### src/rtl/sonar_ping_sequencer.sv
// sonar_ping_sequencer: one sonar ping per cycle of tx burst, ring-down blanking, ping-pong RAM capture and frame-aligned bank swap
// Ports: clk/nRST system clock and async active-low reset; enable keeps pinging;
//   sample_clk_in ADC strobe (clk domain); vsync_in LCD frame sync (async);
//   tx_p/tx_n complementary transducer drive; wr_en/wr_addr/wr_bank RAM write port;
//   rd_bank display bank; capturing, swap_pulse status; ping_count completed pings.
module sonar_ping_sequencer #(
  parameter int HALF_PERIOD   = 338,
  parameter int TX_CYCLES     = 8,
  parameter int BLANK_SAMPLES = 64,
  parameter int DEPTH         = 2048,
  parameter int ADDR_W        = 11
) (
  input  logic              clk,
  input  logic              nRST,
  input  logic              enable,
  input  logic              sample_clk_in,
  input  logic              vsync_in,
  output logic              tx_p,
  output logic              tx_n,
  output logic              wr_en,
  output logic [ADDR_W-1:0] wr_addr,
  output logic              wr_bank,
  output logic              rd_bank,
  output logic              capturing,
  output logic              swap_pulse,
  output logic [15:0]       ping_count
);
  localparam int PW = $clog2(HALF_PERIOD + 1);
  localparam int HW = $clog2(2 * TX_CYCLES + 1);
  localparam int BW = $clog2(BLANK_SAMPLES + 1);
  typedef enum logic [2:0] {S_IDLE, S_BURST, S_BLANK, S_CAPTURE, S_WAIT} state_t;
  state_t r_state, w_next;
  logic r_smp_d, r_tx_p, r_tx_n, r_wr_en, r_rd_bank, r_swap;
  logic [2:0] r_vs;
  logic [PW-1:0] r_phase;
  logic [HW-1:0] r_half;
  logic [BW-1:0] r_blank;
  logic [ADDR_W-1:0] r_addr, r_wr_addr;
  logic [15:0] r_ping;
  logic w_smp_edge, w_vs_edge, w_half_done, w_burst_done, w_blank_done, w_cap_done, w_swap;
  assign w_smp_edge   = sample_clk_in & ~r_smp_d;
  assign w_vs_edge    = r_vs[1] & ~r_vs[2];
  assign w_half_done  = r_phase == PW'(HALF_PERIOD - 1);
  assign w_burst_done = w_half_done && r_half == HW'(2 * TX_CYCLES - 1);
  assign w_blank_done = w_smp_edge && r_blank == BW'(BLANK_SAMPLES - 1);
  assign w_cap_done   = w_smp_edge && r_addr == ADDR_W'(DEPTH - 1);
  // a frame edge landing on the final write pulse is dropped so the bank never flips under a write
  assign w_swap       = r_state == S_WAIT && w_vs_edge && !r_wr_en;
  always_ff @(posedge clk or negedge nRST)
    if (!nRST) r_state <= S_IDLE;
    else r_state <= w_next;
  always_comb begin
    w_next = r_state;
    case (r_state)
      S_IDLE:    w_next = enable ? S_BURST : S_IDLE;
      S_BURST:   w_next = w_burst_done ? S_BLANK : S_BURST;
      S_BLANK:   w_next = w_blank_done ? S_CAPTURE : S_BLANK;
      S_CAPTURE: w_next = w_cap_done ? S_WAIT : S_CAPTURE;
      S_WAIT:    w_next = w_swap ? (enable ? S_BURST : S_IDLE) : S_WAIT;
      default:   w_next = S_IDLE;
    endcase
  end
  always_ff @(posedge clk or negedge nRST) begin
    if (!nRST) begin
      r_smp_d   <= 1'b0;
      r_vs      <= '0;
      r_tx_p    <= 1'b0;
      r_tx_n    <= 1'b0;
      r_wr_en   <= 1'b0;
      r_rd_bank <= 1'b0;
      r_swap    <= 1'b0;
      r_phase   <= '0;
      r_half    <= '0;
      r_blank   <= '0;
      r_addr    <= '0;
      r_wr_addr <= '0;
      r_ping    <= '0;
    end else begin
      r_smp_d <= sample_clk_in;
      r_vs    <= {r_vs[1:0], vsync_in};
      r_wr_en <= r_state == S_CAPTURE && w_smp_edge;
      r_swap  <= w_swap;
      if (w_swap) begin
        r_rd_bank <= ~r_rd_bank;
        r_ping    <= r_ping + 16'd1;
      end
      if (r_state != S_BURST && w_next == S_BURST) begin
        r_phase <= '0;
        r_half  <= '0;
        r_tx_p  <= 1'b1;
        r_tx_n  <= 1'b0;
      end else if (r_state == S_BURST) begin
        r_phase <= w_half_done ? '0 : r_phase + 1'b1;
        if (w_half_done) begin
          r_half <= r_half + 1'b1;
          r_tx_p <= ~w_burst_done & ~r_tx_p;
          r_tx_n <= ~w_burst_done & r_tx_p;
        end
      end
      if (r_state == S_BURST) r_blank <= '0;
      else if (r_state == S_BLANK && w_smp_edge) r_blank <= r_blank + 1'b1;
      if (r_state == S_BLANK) r_addr <= '0;
      else if (r_state == S_CAPTURE && w_smp_edge) begin
        r_wr_addr <= r_addr;
        r_addr    <= w_cap_done ? '0 : r_addr + 1'b1;
      end
    end
  end
  assign tx_p       = r_tx_p;
  assign tx_n       = r_tx_n;
  assign wr_en      = r_wr_en;
  assign wr_addr    = r_wr_addr;
  assign rd_bank    = r_rd_bank;
  assign wr_bank    = ~r_rd_bank;
  assign capturing  = r_state == S_CAPTURE;
  assign swap_pulse = r_swap;
  assign ping_count = r_ping;
endmodule

### config.mk
export PLATFORM = sky130hd
export DESIGN_NAME = sonar_ping_sequencer
export DESIGN_NICKNAME = d
export VERILOG_FILES = /design/src/rtl/sonar_ping_sequencer.sv
export SDC_FILE = /design/constraint.sdc
export NUM_CORES = 1
export LEC_CHECK = 0
export CORE_ASPECT_RATIO = 0.75
export CORE_MARGIN = 4
export CORE_UTILIZATION = 56
export DETAILED_ROUTE_END_ITERATION = 7
export MAX_ROUTING_LAYER = met4
export PLACE_DENSITY = 0.78
export SLEW_MARGIN = 20
export SYNTH_ARGS = -nofsm -noshare
export SYNTH_HDL_FRONTEND = slang
export SYNTH_SLANG_ARGS = --single-unit
export TNS_END_PERCENT = 20
### constraint.sdc
create_clock -name clk -period 2.2 [get_ports clk]
set_clock_uncertainty 0.2 [all_clocks]
set_input_delay 0.44 -clock clk [delete_from_list [all_inputs] [get_ports clk]]
set_output_delay 0.44 -clock clk [all_outputs]
set_load 0.005 [all_outputs]
==> summary.txt <==
Outcome
  • Result of the run: finished, final reports clean

Logic synthesis
  • Number of enable-type register cells in the synthesized netlist: 0
  • Proportion of synthesized chip area in sequential cells: 0.514
  • Post-synthesis register bit count: 71
  • Netlist cell types: 53
  • Yosys top cell area share: 0.514
  • Area of the mapped netlist: 3460 µm²
  • Async set or reset register ratio after synthesis: 1.00
  • Main synth FF type: sky130_fd_sc_hd__dfrtp_1
  • Yosys warning count: 0
  • Mean instance size in the synthesized netlist: 11.1 µm²
  • Post-Synthesis Cells: 311
  • Top post-synthesis cells by area: sky130_fd_sc_hd__dfrtp_1 (51%), sky130_fd_sc_hd__mux2_2 (4.6%), sky130_fd_sc_hd__xnor2_1 (3.5%), sky130_fd_sc_hd__and3_1 (2.7%), sky130_fd_sc_hd__ha_1 (2.5%)
  • Syn_nets: 323
  • Area leader, netlist: sky130_fd_sc_hd__dfrtp_1

Pwr
  • Clock power frac: 0.382
  • VDD IR-drop max: 0.000460 V
  • Logic gate share of total power: 0.081
  • Tot Pwr: 2640 µW
  • Cell leakage power: 0.00197 µW
  • Design internal power: 2010 µW
  • Net switching power figure: between 600 and 700 µW
  • Fraction of power spent switching nets: 0.239
  • Part of the total power dissipated in sequential elements: 0.537
  • Power per cell area: 627 nW/µm²

Layout
  • Area growth from synthesis to layout: 21.7%
  • Commonest non-fill, non-tap cells in the layout: sky130_fd_sc_hd__dfrtp_1 (70), sky130_fd_sc_hd__clkdlybuf4s50_1 (36), sky130_fd_sc_hd__nand2_1 (19)
  • Share of final-layout standard cells stronger than drive strength 1: 0.164
  • Number of antenna diodes: 0
  • Final cell count without fillers: 450
  • Final net count: roughly 380
  • Most common cell after layout, fill and taps aside: sky130_fd_sc_hd__dfrtp_1

Global routing
  • Global-route wire length before repair: ~12000 µm
  • Most used routing layer: met2
  • Vias in the first global route: between 2k and 2.5k
  • M3 GR Usage: 0.0586
  • Pin count of the biggest net entering global routing: 57
  • Total global routing overflow: 0
  • Antenna violations before repair: 0
  • Global routing met1 resource utilization: 0.285
  • Met2 track demand over resource in global routing: 0.300
  • Aggregate global-route resource usage: 0.204

Drt
  • Post-detailed-route wirelength per cell: between 15 and 20 µm
  • Via/cell ratio: 5.73
  • Violation count after the first detailed-routing iteration: 214
  • Number of vias after detailed routing: 2580
  • Final WL: 7070 µm
  • Routed Antenna Nets: 0
  • Count of TritonRoute iterations in the first routing pass: 4
  • Remaining routing DRC violations: 0

STA
  • Minimum clock period after layout: 2.04 ns
  • Setup repair after global routing missed its margin: false
  • Slew HR: 0.686
  • Total Negative Setup Slacks: 0 ns
  • Fmax: 490 MHz
  • Hold Slack: 0.141 ns
  • Final worst-path cycle share: 0.928
  • Final Hold Fails: 0
  • Setup Viol. Count Final: 0
  • Final count of pins violating max slew: 0
  • Slew at the pin closest to its max-slew limit: 0.469 ns

Hold path
  • Class of the tightest hold or removal check: reg2reg
  • Worst min-delay path startpoint: r_vs[0]$_DFF_PN0_

Clocking
  • Clock transition at the registers of the reported paths: 0.08 ns
  • Clock latency of the later-clocked register in the worst-skew pair: between 0.3 and 0.4 ns
  • TritonCTS buffer count: 9
  • Number of clock sinks: a little over 70
  • Clock tree from TritonCTS: built
  • Clock root buffer: sky130_fd_sc_hd__clkbuf_8
  • CTS H-tree lvls: 3
  • Maximum clock insertion buffer count: 2

Die
  • Number of cell rows: 24
  • Top-level I/O count: 39
  • Initial cell density of the core: 0.587
  • Floorplan die height: 76.0 µm
  • Die area: 7510 µm²
  • Die width: approximately 100 µm
  • Area of the placeable core: between 5000 and 6000 µm²

Critical path
  • Critical path launch point type: flop
  • CP Capture Type: flop
  • Endpoint arrival time on the critical path: 2.08 ns
  • Maximum fanout count along the critical path: 8
  • Required time of the worst setup path: 2.24 ns
  • Type of the worst setup path: reg2reg
  • Startpoint of the lowest-slack register-to-register path: r_phase[1]$_DFFE_PN0P_
  • CP startpoint: r_phase[1]$_DFFE_PN0P_
  • FF-to-FF setup slack: ~0.16 ns

Placement
  • Placed wire-length estimate after detailed placement: 4980 µm
  • Final estimated routing congestion in global placement: between 0.8 and 0.9
  • Port buffer count: 38
  • Count of placed standard cells including taps: 429

Flow run
  • Max Cap Violations: 0
layer usage:
layer  wire (µm)  part of all wire  vias up
met4          64            0.0091        0
met2        3330              0.47       64
met1        3300              0.47     1264
li1            -                 -     1243
met5           0                 0        -
met3         372             0.053        9
critical path: stages (launching register included):
cell and delay, ns:
sky130_fd_sc_hd__dfrtp_1 0.44, sky130_fd_sc_hd__inv_1 0.08, sky130_fd_sc_hd__ha_1 0.16, sky130_fd_sc_hd__and4b_1 0.38
sky130_fd_sc_hd__a21oi_2 0.16, sky130_fd_sc_hd__a21o_1 0.25, sky130_fd_sc_hd__mux2_2 0.27
area by class of cell:
cell class,count,area [µm²]
Tap cell,78,97.6
Clock buffer,10,128
Clock inverter,6,61.3
Sequential cell,71,1780
Inverter,12,45.0
Multi-Input combinational cell,214,1540
Fill cell,437,1680
Timing Repair Buffer,59,563
power groups by stage:
stage / combinational, µW / clock (µW) / sequential (µW)
global placement: 207 / 0 / 1440
detailed placement: 214 / 0 / 1440
global route: 239 / 1090 / 1430
CTS: 217 / 1030 / 1420
floorplan: 86.1 / 0 / 1430
finish: 213 / 1010 / 1420
flip-flops by register name, summed over array words and instances (netlist names):
| register | cells |
|---|---|
| wr_addr | 11 |
| ping_count | 16 |
| r_smp_d | 1 |
| r_half | 5 |
| swap_pulse | 1 |
| r_blank | 7 |
| wr_en | 1 |
| r_phase | 9 |
| rd_bank | 1 |
| tx_n | 1 |
| r_state | 3 |
| tx_p | 1 |
| r_vs | 3 |
| r_addr | 11 |
what timing repair did:
item / in CTS / in global routing
hold buffers: 1 / 0
hold endpoints to repair: 15 / 0
resized for setup: 1 / 1
buffers inserted: 3 / 1
endpoints found under the setup margin: 1 / 1
worst paths after layout:
path / cells after the start / endpoint
hold / removal: 0 / r_vs[1]$_DFF_PN0_
setup reg to reg: 6 / r_half[0]$_DFFE_PN0P_
min in group asynchronous: 2 / ping_count[14]$_DFFE_PN0P_
setup / recovery: 6 / r_half[0]$_DFFE_PN0P_
hold reg to reg: 0 / r_vs[1]$_DFF_PN0_
max in group asynchronous: 3 / r_state[1]$_DFF_PN0_
cell families (layout without fill, tap and decap cells):
family,after synthesis,count (layout),synth area share
xor+xnor,22,22,0.0557
fa+ha+maj,7,7,0.0253
flops,71,71,0.514
buf+inv,26,87,0.0420
mux,18,18,0.0572
compound gates,55,55,0.111
simple gates,112,112,0.194
through the flow:
| step | worst slack (ns) | utilization | area (µm²) |
|---|---|---|---|
| 5_1_grt | 0.0885 | 0.715 | 4210 |
| 3_3_place_gp | 0.165 | 0.675 | 3980 |
| 4_1_cts | 0.0327 | 0.713 | 4200 |
| 2_1_floorplan | 0.349 | - | 3460 |
| 3_5_place_dp | 0.114 | 0.675 | 3980 |
| 6_report | 0.158 | 0.715 | 4210 |
Yosys cell counts, types with 3 or more instances:
master and n:
sky130_fd_sc_hd__dfrtp_1 71, sky130_fd_sc_hd__a22o_1 6, sky130_fd_sc_hd__mux2_2 14, sky130_fd_sc_hd__ha_1 7, sky130_fd_sc_hd__a21o_1 6, sky130_fd_sc_hd__xnor2_1 14, sky130_fd_sc_hd__o21ai_0 10, sky130_fd_sc_hd__nor3_1 8
sky130_fd_sc_hd__nor3b_2 3, sky130_fd_sc_hd__nor2_1 18, sky130_fd_sc_hd__o2bb2ai_1 3, sky130_fd_sc_hd__a31oi_1 7, sky130_fd_sc_hd__inv_1 11, sky130_fd_sc_hd__buf_4 3, sky130_fd_sc_hd__xor2_1 8, sky130_fd_sc_hd__and2_1 4
sky130_fd_sc_hd__nand3_1 15, sky130_fd_sc_hd__clkbuf_1 5, sky130_fd_sc_hd__a21oi_1 7, sky130_fd_sc_hd__nand4_1 10, sky130_fd_sc_hd__nand2_1 19, sky130_fd_sc_hd__mux2i_1 4, sky130_fd_sc_hd__and3_1 15, sky130_fd_sc_hd__buf_6 3
sky130_fd_sc_hd__and4_1 5
(Power assumes the default switching activity.)
